### src/rtl/fetch_redirect_ctrl_pkg.sv
// Shared types and constants for the fetch redirect controller.
package fetch_redirect_ctrl_pkg;

  localparam logic [31:0] BOOT_VEC   = 32'hbfc00000;
  localparam logic [31:0] EXC_VEC    = 32'hbfc00380;
  localparam logic [31:0] REFILL_VEC = 32'hbfc00200;

  typedef struct packed {
    logic        valid;
    logic [31:0] pc;
  } redirect_bus_t;

  typedef enum logic [2:0] {
    EX    = 3'd0,
    ERET  = 3'd1,
    TLBOP = 3'd2,
    CORR  = 3'd3,
    NONE  = 3'd4
  } redirect_src_e;

  typedef enum logic [0:0] {
    RUN   = 1'b0,
    DRAIN = 1'b1
  } fetch_state_e;

  // Fixed-priority pick of the redirect source.
  function automatic redirect_src_e select_src(input logic ex, input logic eret,
                                               input logic tlbop, input logic corr);
    redirect_src_e s;
    if (ex)         s = EX;
    else if (eret)  s = ERET;
    else if (tlbop) s = TLBOP;
    else if (corr)  s = CORR;
    else            s = NONE;
    return s;
  endfunction

endpackage

### src/rtl/fetch_redirect_ctrl_txn_counter.sv
// Up/down saturating transaction counter with parallel load.
module fetch_txn_counter #(
  parameter int MAX = 2,
  parameter int W   = 2
) (
  input  logic         clk,
  input  logic         resetn,
  input  logic         inc,
  input  logic         dec,
  input  logic         load,
  input  logic [W-1:0] load_val,
  output logic [W-1:0] count
);

  // Load has priority; simultaneous inc and dec cancel.
  always_ff @(posedge clk) begin
    if (!resetn) begin
      count <= '0;
    end else if (load) begin
      count <= load_val;
    end else if (inc && !dec && count != W'(MAX)) begin
      count <= count + W'(1);
    end else if (dec && !inc && count != '0) begin
      count <= count - W'(1);
    end else begin
      count <= count;
    end
  end

endmodule

### src/rtl/fetch_redirect_ctrl.sv
// Fetch redirect merge, icache in-flight gating and stale-return discard.
// Optional build macro FETCH_DRAIN_HOLD_EN blocks new requests while draining.
module fetch_redirect_ctrl
  import fetch_redirect_ctrl_pkg::*;
#(
  parameter int          MAX_INFLIGHT = 2,
  parameter logic [31:0] RESET_PC     = 32'hbfc00000
) (
  input  logic                              clk,
  input  logic                              resetn,
  input  logic                              ex_flush,
  input  logic                              ex_tlb_refill,
  input  logic                              eret_flush,
  input  logic [31:0]                       c0_epc,
  input  logic                              tlbop_flush,
  input  logic [31:0]                       tlb_pc,
  input  logic                              is_correction,
  input  logic [31:0]                       correct_target,
  input  logic                              icache_req,
  input  logic                              icache_addr_ok,
  input  logic                              icache_data_ok,
  output logic                              redirect_valid,
  output logic [31:0]                       redirect_pc,
  output logic                              req_allow,
  output logic                              fs_data_ok,
  output logic [$clog2(MAX_INFLIGHT+1)-1:0] inflight,
  output logic                              proto_err
);

  localparam int W = $clog2(MAX_INFLIGHT + 1);

  redirect_bus_t redirect_q;
  redirect_src_e src;
  fetch_state_e  state;
  logic          boot_pending;
  logic          flush_any;
  logic          accept;
  logic          ret_eff;
  logic [31:0]   target_pc;
  logic [W-1:0]  inflight_nxt;
  logic [W-1:0]  disc;

  assign flush_any = ex_flush | eret_flush | tlbop_flush | is_correction;
  assign accept    = icache_req & icache_addr_ok;
  // A return with nothing outstanding is a protocol error and is not counted.
  assign ret_eff   = icache_data_ok & (inflight != '0);
  assign src       = select_src(ex_flush, eret_flush, tlbop_flush, is_correction);

  always_comb begin
    target_pc = RESET_PC;
    case (src)
      EX:      target_pc = ex_tlb_refill ? REFILL_VEC : EXC_VEC;
      ERET:    target_pc = c0_epc;
      TLBOP:   target_pc = tlb_pc + 32'd4;
      CORR:    target_pc = correct_target;
      default: target_pc = RESET_PC;
    endcase
  end

  always_comb begin
    inflight_nxt = inflight;
    if (accept && !ret_eff && inflight != W'(MAX_INFLIGHT)) begin
      inflight_nxt = inflight + W'(1);
    end else if (!accept && ret_eff) begin
      inflight_nxt = inflight - W'(1);
    end else begin
      inflight_nxt = inflight;
    end
  end

  fetch_txn_counter #(.MAX(MAX_INFLIGHT), .W(W)) u_inflight (
    .clk      (clk),
    .resetn   (resetn),
    .inc      (accept),
    .dec      (ret_eff),
    .load     (1'b0),
    .load_val ({W{1'b0}}),
    .count    (inflight)
  );

  // On redirect, everything still outstanding after this cycle is stale.
  fetch_txn_counter #(.MAX(MAX_INFLIGHT), .W(W)) u_disc (
    .clk      (clk),
    .resetn   (resetn),
    .inc      (1'b0),
    .dec      (ret_eff),
    .load     (flush_any),
    .load_val (inflight_nxt),
    .count    (disc)
  );

  always_ff @(posedge clk) begin
    if (!resetn) begin
      redirect_q   <= '{valid: 1'b0, pc: RESET_PC};
      boot_pending <= 1'b1;
    end else begin
      boot_pending <= 1'b0;
      if (flush_any) begin
        redirect_q <= '{valid: 1'b1, pc: target_pc};
      end else if (boot_pending) begin
        redirect_q <= '{valid: 1'b1, pc: RESET_PC};
      end else begin
        redirect_q <= '{valid: 1'b0, pc: redirect_q.pc};
      end
    end
  end

  always_ff @(posedge clk) begin
    if (!resetn) begin
      state <= RUN;
    end else begin
      case (state)
        RUN: begin
          if (flush_any && inflight_nxt != '0) state <= DRAIN;
          else                                 state <= RUN;
        end
        DRAIN: begin
          if (flush_any)                        state <= (inflight_nxt != '0) ? DRAIN : RUN;
          else if (ret_eff && disc == W'(1))    state <= RUN;
          else                                  state <= DRAIN;
        end
        default: state <= RUN;
      endcase
    end
  end

  always_ff @(posedge clk) begin
    if (!resetn) begin
      proto_err <= 1'b0;
    end else if ((icache_data_ok && inflight == '0) ||
                 (accept && !icache_data_ok && inflight == W'(MAX_INFLIGHT))) begin
      proto_err <= 1'b1;
    end else begin
      proto_err <= proto_err;
    end
  end

  assign redirect_valid = redirect_q.valid;
  assign redirect_pc    = redirect_q.pc;
  assign fs_data_ok     = resetn & icache_data_ok & (state == RUN) & ~flush_any;

`ifdef FETCH_DRAIN_HOLD_EN
  assign req_allow = resetn & (inflight < W'(MAX_INFLIGHT)) & ~redirect_q.valid & (state == RUN);
`else
  assign req_allow = resetn & (inflight < W'(MAX_INFLIGHT)) & ~redirect_q.valid;
`endif

endmodule

### config.mk
export PLATFORM = sky130hd
export DESIGN_NAME = fetch_redirect_ctrl
export DESIGN_NICKNAME = d
export VERILOG_FILES = /design/src/rtl/fetch_redirect_ctrl_pkg.sv /design/src/rtl/fetch_redirect_ctrl_txn_counter.sv /design/src/rtl/fetch_redirect_ctrl.sv
export SDC_FILE = /design/constraint.sdc
export NUM_CORES = 1
export LEC_CHECK = 0
export BUFFER_PORTS_ARGS = -buffer_cell sky130_fd_sc_hd__buf_2
export CORE_MARGIN = 2
export CORE_UTILIZATION = 30
export CTS_CLUSTER_DIAMETER = 150
export CTS_CLUSTER_SIZE = 24
export DETAILED_ROUTE_END_ITERATION = 10
export GPL_TIMING_DRIVEN = 0
export PLACE_DENSITY = 0.62
export SLEW_MARGIN = 40
export SYNTH_ARGS = -nofsm -noshare
export SYNTH_HDL_FRONTEND = slang
export SYNTH_SLANG_ARGS = --single-unit
### constraint.sdc
create_clock -name clk -period 7 [get_ports clk]
set_input_delay 1.4 -clock clk [delete_from_list [all_inputs] [get_ports clk]]
set_output_delay 1.4 -clock clk [all_outputs]
set_load 0.005 [all_outputs]
==> results of run 1 <==
[cells by family after synthesis]
group | count (synthesis)
simple gates | 131
compound gates | 113
flops | 40
buf+inv | 36
xor+xnor | 11
fa+ha+maj | 5
mux | 3
[flip-flops by register name, summed over array words and instances (netlist names)]
name and count:
u_inflight.count 2, proto_err 1, redirect_pc 32, u_disc.count 2, state 1, boot_pending 1, redirect_valid 1
[cell type report]
| cell class | count | area, µm² |
|---|---|---|
| Tap cell | 108 | 135 |
| Sequential cell | 40 | 801 |
| Buffer | 27 | 145 |
| Inverter | 9 | 33.8 |
| Fill cell | 938 | 5130 |
| Multi-Input combinational cell | 263 | 1780 |
| Clock buffer | 6 | 72.6 |
| Clock inverter | 1 | 5.00 |
| Timing Repair Buffer | 141 | 706 |
[how the worst max path moves through the flow]
stage                      from          to  slack, ns  cells past startpoint
floorplan           tlbop_flush  fs_data_ok       3.20                      3
global placement    tlbop_flush  fs_data_ok       2.76                      5
detailed placement  tlbop_flush  fs_data_ok       2.81                      5
CTS                 tlbop_flush  fs_data_ok       2.81                      5
global route        tlbop_flush  fs_data_ok       2.65                      5
finish              tlbop_flush  fs_data_ok       2.80                      5
[stage by stage]
step | hold slack, ns | util, % | total power, mW | instance area [µm²]
after floorplan | 0.453 | - | 0.361 | 2740
after global placement | 0.445 | 40.7 | 0.439 | 3580
after detailed placement | 0.449 | 40.8 | 0.444 | 3590
after CTS | 0.460 | 41.6 | 0.592 | 3670
after global routing | 0.477 | 41.7 | 0.625 | 3670
final | 0.461 | 41.7 | 0.589 | 3670
[where the power goes]
part           switching (mW)  internal (mW)  leakage, nW
registers              0.0126          0.249        0.330
logic                  0.0956         0.0816         1.09
clock network          0.0816         0.0679       0.0410
[cell usage after synthesis, types with 4 or more instances]
master	n	area (µm²)
sky130_fd_sc_hd__a211oi_1	4	30.0
sky130_fd_sc_hd__a21oi_1	21	105
sky130_fd_sc_hd__a221oi_1	5	43.8
sky130_fd_sc_hd__a222oi_1	16	160
sky130_fd_sc_hd__clkbuf_1	21	78.8
sky130_fd_sc_hd__dfxtp_1	40	801
sky130_fd_sc_hd__ha_1	5	62.6
sky130_fd_sc_hd__inv_1	9	33.8
sky130_fd_sc_hd__nand2_1	24	90.1
sky130_fd_sc_hd__nand3_1	14	70.1
sky130_fd_sc_hd__nand4_1	11	68.8
sky130_fd_sc_hd__nor2_1	16	60.1
sky130_fd_sc_hd__nor2b_1	10	62.6
sky130_fd_sc_hd__nor3_1	14	70.1
sky130_fd_sc_hd__nor4_1	7	43.8
sky130_fd_sc_hd__o2111ai_1	4	35.0
sky130_fd_sc_hd__o211ai_1	7	52.6
sky130_fd_sc_hd__o21ai_0	16	80.1
sky130_fd_sc_hd__o22ai_1	10	62.6
sky130_fd_sc_hd__or3_1	4	25.0
sky130_fd_sc_hd__or4_1	8	60.1
sky130_fd_sc_hd__xnor2_1	10	87.6
[tightest hold or removal path, stage by stage, from the launching register on]
cell and delay (ns):
sky130_fd_sc_hd__dfxtp_1 0.32, sky130_fd_sc_hd__nand2_1 0.05, sky130_fd_sc_hd__a21oi_1 0.05
[layer usage]
metal / up-vias / part of all wire, % / GRT usage (%)
li1: 1640 / - / -
met1: 1618 / 45 / 27.5
met2: 141 / 47 / 35.3
met3: 11 / 6.9 / 4.08
met4: 0 / 1.3 / 5.16
met5: - / 0 / 0
==> summary.md, run 1 <==
The first global-routing pass estimated 16,700 µm of wire. In this run, CTS created clock tree buffers numbering 5. The tools report the detailed router's first-iteration violation count as 295. The minimum clock period works out to 4.20 ns. For the post-DP HPWL, the log shows 8210 µm. Along the worst hold path, the cell count comes to 2. The count of input and output buffers was 141.

The number of DRC violations after detailed routing is 0. In this run the clock root is driven by a sky130_fd_sc_hd__clkbuf_8. The buffer levels on the longest clock path was 2. The endpoint identified for the worst register-to-register timing path is u_disc.count[1].

The total count of hold-check failures in the final report is 0, and the number of antenna violations at the first check in global routing is 0. The critical path is of the in2out type. The count of final setup violators is 0, and the arithmetic-cell share of the synthesized area counting full adders, half adders and majority gates is 2.28%.

Critical path data required time: 5.60 ns. The routed wire length came out at 10,500 µm. The path with the worst hold slack has its endpoint at redirect_pc[3].

In the final timing run, aggregate negative setup slack is 0 ns. The number of antenna diodes in the final layout is 0. From left edge to right edge, the die measures 99.6 µm. The flow ran to the end, and the final reports show no timing, DRC or antenna violations.

Leaving out fill and tap cells, the most frequent cell in the layout is sky130_fd_sc_hd__buf_2. The run gives 2740 µm² as the mapped cell area. The worst clock skew is 0.00444 ns, and the floorplan die height is 99.6 µm. The floorplan has 34 rows.

The total overflow left after global routing is 0. For this configuration, the core starts out at a cell density of 31.1%. By area, the combinational part of the netlist is dominated by compound AO/OA/AOI/OAI gates. The tools report the total number of vias as 3,410. TritonCTS built the clock tree. The run gives 3,352 as the via count of the first global-routing pass. The tools report the critical path startpoint category as an input pin.

Setup repair after global routing left no endpoint under its margin. The tools report the clock network latency to the later pin of the worst-skew pair as 0.29 ns. The number of nets with antenna violations after detailed routing came out at 0. The H-tree was split into 2 levels. In this run, synthesis inferred 0 flip-flops with an integrated enable. The first detailed-routing pass ran for 5 iterations. The analysis attributes to cell leakage a power of 1.46 nW.

Pin placement for this block handled 144 I/O pins. The flip-flop cell with the highest count after synthesis was sky130_fd_sc_hd__dfxtp_1. Setup slack on the critical path of the routed design comes to 2.80 ns. The floorplan step defined a die boundary enclosing 9920 µm². Highest-delay cell along the critical path: sky130_fd_sc_hd__or4_1. The sequential area share after synthesis was 29.2%; the xor/xnor cell area share of the yosys netlist was 3.51%. Of all nets on the critical path, the largest fanout is 10. The headroom to the max-slew limit was 55.3%. The launch point of the worst hold path was redirect_pc[3]. The final layout contains 598 nets. The tools report the largest net degree at the start of global routing as 12.

The signal on the critical path passes through buf_2, or4_1, clkbuf_1, nor3_1, buf_2. After clock tree synthesis, the clock-pin slew on the worst setup and hold paths is 0.08 ns. In the global route stage, overall resource usage came out at 20.9%.

For the pin with the worst max-slew slack, the measured transition is 0.668 ns. The post-route clock period utilization came out at 60.0%. The critical path endpoint category was an output port. For this run, asynchronously set or reset flops after synthesis account for 0%. In the layout the commonest cells are 142 x sky130_fd_sc_hd__buf_2, 40 x sky130_fd_sc_hd__dfxtp_1, 24 x sky130_fd_sc_hd__nand2_1.

After detailed routing, the average wire length per cell comes to 17.7 µm. After detailed placement, the design holds a cell count of 588. Class of the tightest hold or removal check: reg2reg. The share of the synthesized area in compound gates (AO/OA/AOI/OAI) works out to 30.0%. Synthesis instantiated 60 different standard cells from the library. Counting every instance in the synthesized netlist gives 339. The worst path buffer plus inverter count came out at 3. The synthesized design contains 40 register bits. The worst register-to-register path has a setup slack of 5.33 ns. Maximum vdd drop: 0.0000655 V. The run gives 0 as the number of hold buffers added after CTS.

The largest single stage delay on the critical path is 0.62 ns. Once the clock tree was built, the resizer swapped 0 gates to a different size. The run gives 0.860 as the global placer's final weighted congestion. In this run the critical register-to-register path is launched from u_inflight.count[1]. Max-cap violations in this run came to 0. The tools report the data arrival time at the worst-slack endpoint as 2.80 ns. The region available for standard cell placement spans 8810 µm².

The per-instance average area after synthesis was 8.09 µm². The max-slew violation total from the final report was 0; the final cell count without fillers was 595. Area fraction in and, or, nand and nor cells after synthesis: 27.4%. Timing would allow up to 238 MHz. From synthesis to final layout, the design area changed by 34.0%.

Yosys printed 0 warnings. By instance count, the cell type seen most on the critical path is sky130_fd_sc_hd__buf_2. The multiplexer area fraction after synthesis was 1.10%; the post-synthesis net count was 450.

At the placement stage, the worst setup path has a slack of 2.81 ns. The tree built by TritonCTS fans out to 40 sinks. The areal power density over the cells was 160 nW/µm²; the fraction of layout cells with a size suffix above 1 was 33.5%. Among cell families on the critical path, the largest total delay comes from simple AND/OR/NAND/NOR gates. The depth of the most critical reg-to-reg path was 6; the number of buffers inserted by post-CTS setup repair was 0. Using the TritonRoute via totals, the vias-per-cell ratio works out to 5.73.
Power figures use the tool's default switching activity.
==> run 2: changes to the inputs <==
Settings changed: PLACE_DENSITY 0.62 to 0.64.
Clock period 7 ns to 3.8 ns, I/O delays scaled along.
==> summary.md, run 2 (synthesis results as in run 1) <==
From left edge to right edge, the die measures 99.6 µm. The tree built by TritonCTS fans out to 40 sinks. The die covers 9920 µm².

The switching power summed over all nets is 368 µW. The core region is 8810 µm². Highest-delay cell along the critical path: sky130_fd_sc_hd__or4_1.

Clock network latency to the later pin of the worst-skew pair: 0.30 ns. The relative area change from synthesis to final layout is 34.4%, and the top-level port count is 144. In this run the remaining antenna-violating nets after routing total 0. Using the TritonRoute via totals, the vias-per-cell ratio works out to 5.61.

The most common library cell in the layout ignoring fill and taps is sky130_fd_sc_hd__buf_2. Post-route clock period utilization: 77.7%. For the pin with the worst max-slew slack, the measured transition is 0.683 ns. Entering global routing, the biggest net connects 14 pins. The min-delay analysis places its worst path in the category reg2reg. The worst setup path is launched from an input pin.

The first global-routing pass estimated 16,100 µm of wire. The post-DP HPWL was 8100 µm; the number of maximum-capacitance violations was 0. The final standard cell area without fillers is 3680 µm². The first routing iteration left 263 violations.

Setup violations remaining at the end of the flow were counted as 0. The clock input transition at the sequential cells of the worst setup and hold paths was 0.08 ns; the upper clock frequency limit was 339 MHz. The logs give 0 ns for the sum of negative setup slack and 0.00845 ns for the worst clock skew.

In this run, flip-flops and latches consume 43.6% of the power. The number of hold buffers added after CTS was 0. Of the total power, the clock network draws 26.8%.

Setup repair after global routing left no endpoint under its margin. The flow ran to the end, and the final reports show no timing, DRC or antenna violations. Counting tap cells, the placed design contains a total of 588 instances. The tree is rooted in a sky130_fd_sc_hd__clkbuf_8. Together, buffers and inverters on the worst path number 3. Setup slack on the critical path of the routed design comes to 0.848 ns.

The minimum clock period was 2.95 ns. Counting stages on the worst path, the most repeated cell is sky130_fd_sc_hd__buf_2. In the final design database the tool counted 598 nets. For the max-slew violation total from the final report, the log shows 0. Global routing used 20.2% of the available tracks.

The setup path with the least slack is of type in2out. After clock tree synthesis, the repair step resized 0 gates. Routability-driven placement finished with a final weighted congestion of 0.852. For this run, the number of standard cells in the final layout without fillers is 596. TritonCTS built the clock tree. The critical path goes through buf_2, or4_1, clkbuf_1, nor3_1, buf_2.

Fill cells in the final layout number 923. The library cells used most frequently in the layout, excluding fill and tap cells, are 142 x sky130_fd_sc_hd__buf_2, 40 x sky130_fd_sc_hd__dfxtp_1, 24 x sky130_fd_sc_hd__nand2_1. The register with the most flip-flops in the layout has 32 of them.

Of all nets on the critical path, the largest fanout is 10. Summed over all layers, the global routing overflow is 0. For this design the static power due to leakage is 1.47 nW. Port buffering added 141 buffers. Net switching is 33.3% of the power. STA classifies the critical path endpoint as an output port. The final layout contains routed wiring with a total length of 10,400 µm. The delay of the slowest cell on the worst path is 0.63 ns. The areal power density over the cells came out at 300 nW/µm².

STA puts the critical path data required time at 3.04 ns. Data on the critical path arrives at its endpoint at 2.19 ns. IR analysis of the VDD net gives a maximum drop of 0.000127 V.

In this run the cell area measured after placement is 3590 µm². In this design, the largest share of critical-path delay is due to simple AND/OR/NAND/NOR gates. The clock passes through at most 2 buffers. The tools report the worst hold slack after final layout as 0.462 ns.

The site row count came out at 34. The floorplan die height is 99.6 µm. After clock tree synthesis, the setup repair step added 0 buffers. The run gives 31.1% as the initial cell density of the core.

The final routed wire length divided by cell count came out at 17.4 µm. The total count of hold-check failures in the final report came out at 0. Number of antenna violations at the first check in global routing: 0. For this run, the detailed router's first-pass iteration total came to 5. Combinational logic is responsible for 29.5% of the overall power. For the via count of the first global-routing pass, the log shows 3,253. The repair_antennas step left the layout with diodes totalling 0.

The H-tree generated during clock tree synthesis spans 2 levels. The tools report the headroom to the max-slew limit as 53.8%. The internal power was 738 µW; the placement-stage worst setup slack was 0.859 ns. Counting the buffers created by CTS gives 5. Cells with a size suffix above 1 make up 33.8% of the layout. Summing over every cut layer, the via total after detailed routing is 3,346. The number of DRC violations after detailed routing came out at 0.
## run 2: worst reg2reg max path: cells and delay by family (launching register included)
family | cells | cell delay (ns)
AND/OR/NAND/NOR | 2 | 0.46
flip-flops | 1 | 0.44
multiplexers | 1 | 0.24
AO/OA/AOI/OAI | 1 | 0.21
adder cells (fa/ha/maj) | 1 | 0.20
buffers and inverters | 1 | 0.07
## run 2: final timing paths
kind | endpoint | start | cells after the start | slack [ns]
min reg2reg | redirect_pc[3] | redirect_pc[3] | 2 | 0.46
max | fs_data_ok | tlbop_flush | 5 | 0.85
max reg2reg | u_disc.count[1] | u_inflight.count[1] | 6 | 2.10
min | redirect_pc[3] | redirect_pc[3] | 2 | 0.46
## run 2: power groups by stage
| stage | Combinational (mW) | Clock (mW) | Sequential (mW) |
|---|---|---|---|
| 2_1_floorplan | 0.174 | 0 | 0.491 |
| 3_3_place_gp | 0.318 | 0 | 0.491 |
| 3_5_place_dp | 0.324 | 0 | 0.492 |
| 4_1_cts | 0.326 | 0.304 | 0.482 |
| 5_1_grt | 0.364 | 0.320 | 0.489 |
| 6_report | 0.327 | 0.297 | 0.482 |
## run 2: metal layers
metal / vias to the layer above / track usage [%] / part of all wire, % / routed length, µm
met3: 21 / 3.58 / 5.5 / 573
met2: 125 / 32.2 / 45 / 4680
li1: 1646 / - / - / -
met1: 1554 / 27.3 / 47 / 4880
met4: 0 / 7.59 / 2.5 / 265
met5: - / 0 / 0 / 0
## run 2: layout make-up
cell class / count / area [µm²] / area share (%)
multi-input cells: 263 / 1780 / 48.2
flip-flops and latches: 40 / 801 / 21.7
repair buffers: 141 / 706 / 19.2
plain buffers: 27 / 145 / 3.94
well taps: 108 / 135 / 3.67
clock buffers: 5 / 68.8 / 1.87
inverters: 9 / 33.8 / 0.917
clock inverters: 3 / 18.8 / 0.509
## run 2: stage by stage
| step | util, % | power [mW] |
|---|---|---|
| floorplan | - | 0.665 |
| global placement | 40.7 | 0.808 |
| detailed placement | 40.8 | 0.816 |
| CTS | 41.7 | 1.11 |
| global route | 41.8 | 1.17 |
| finish | 41.8 | 1.11 |
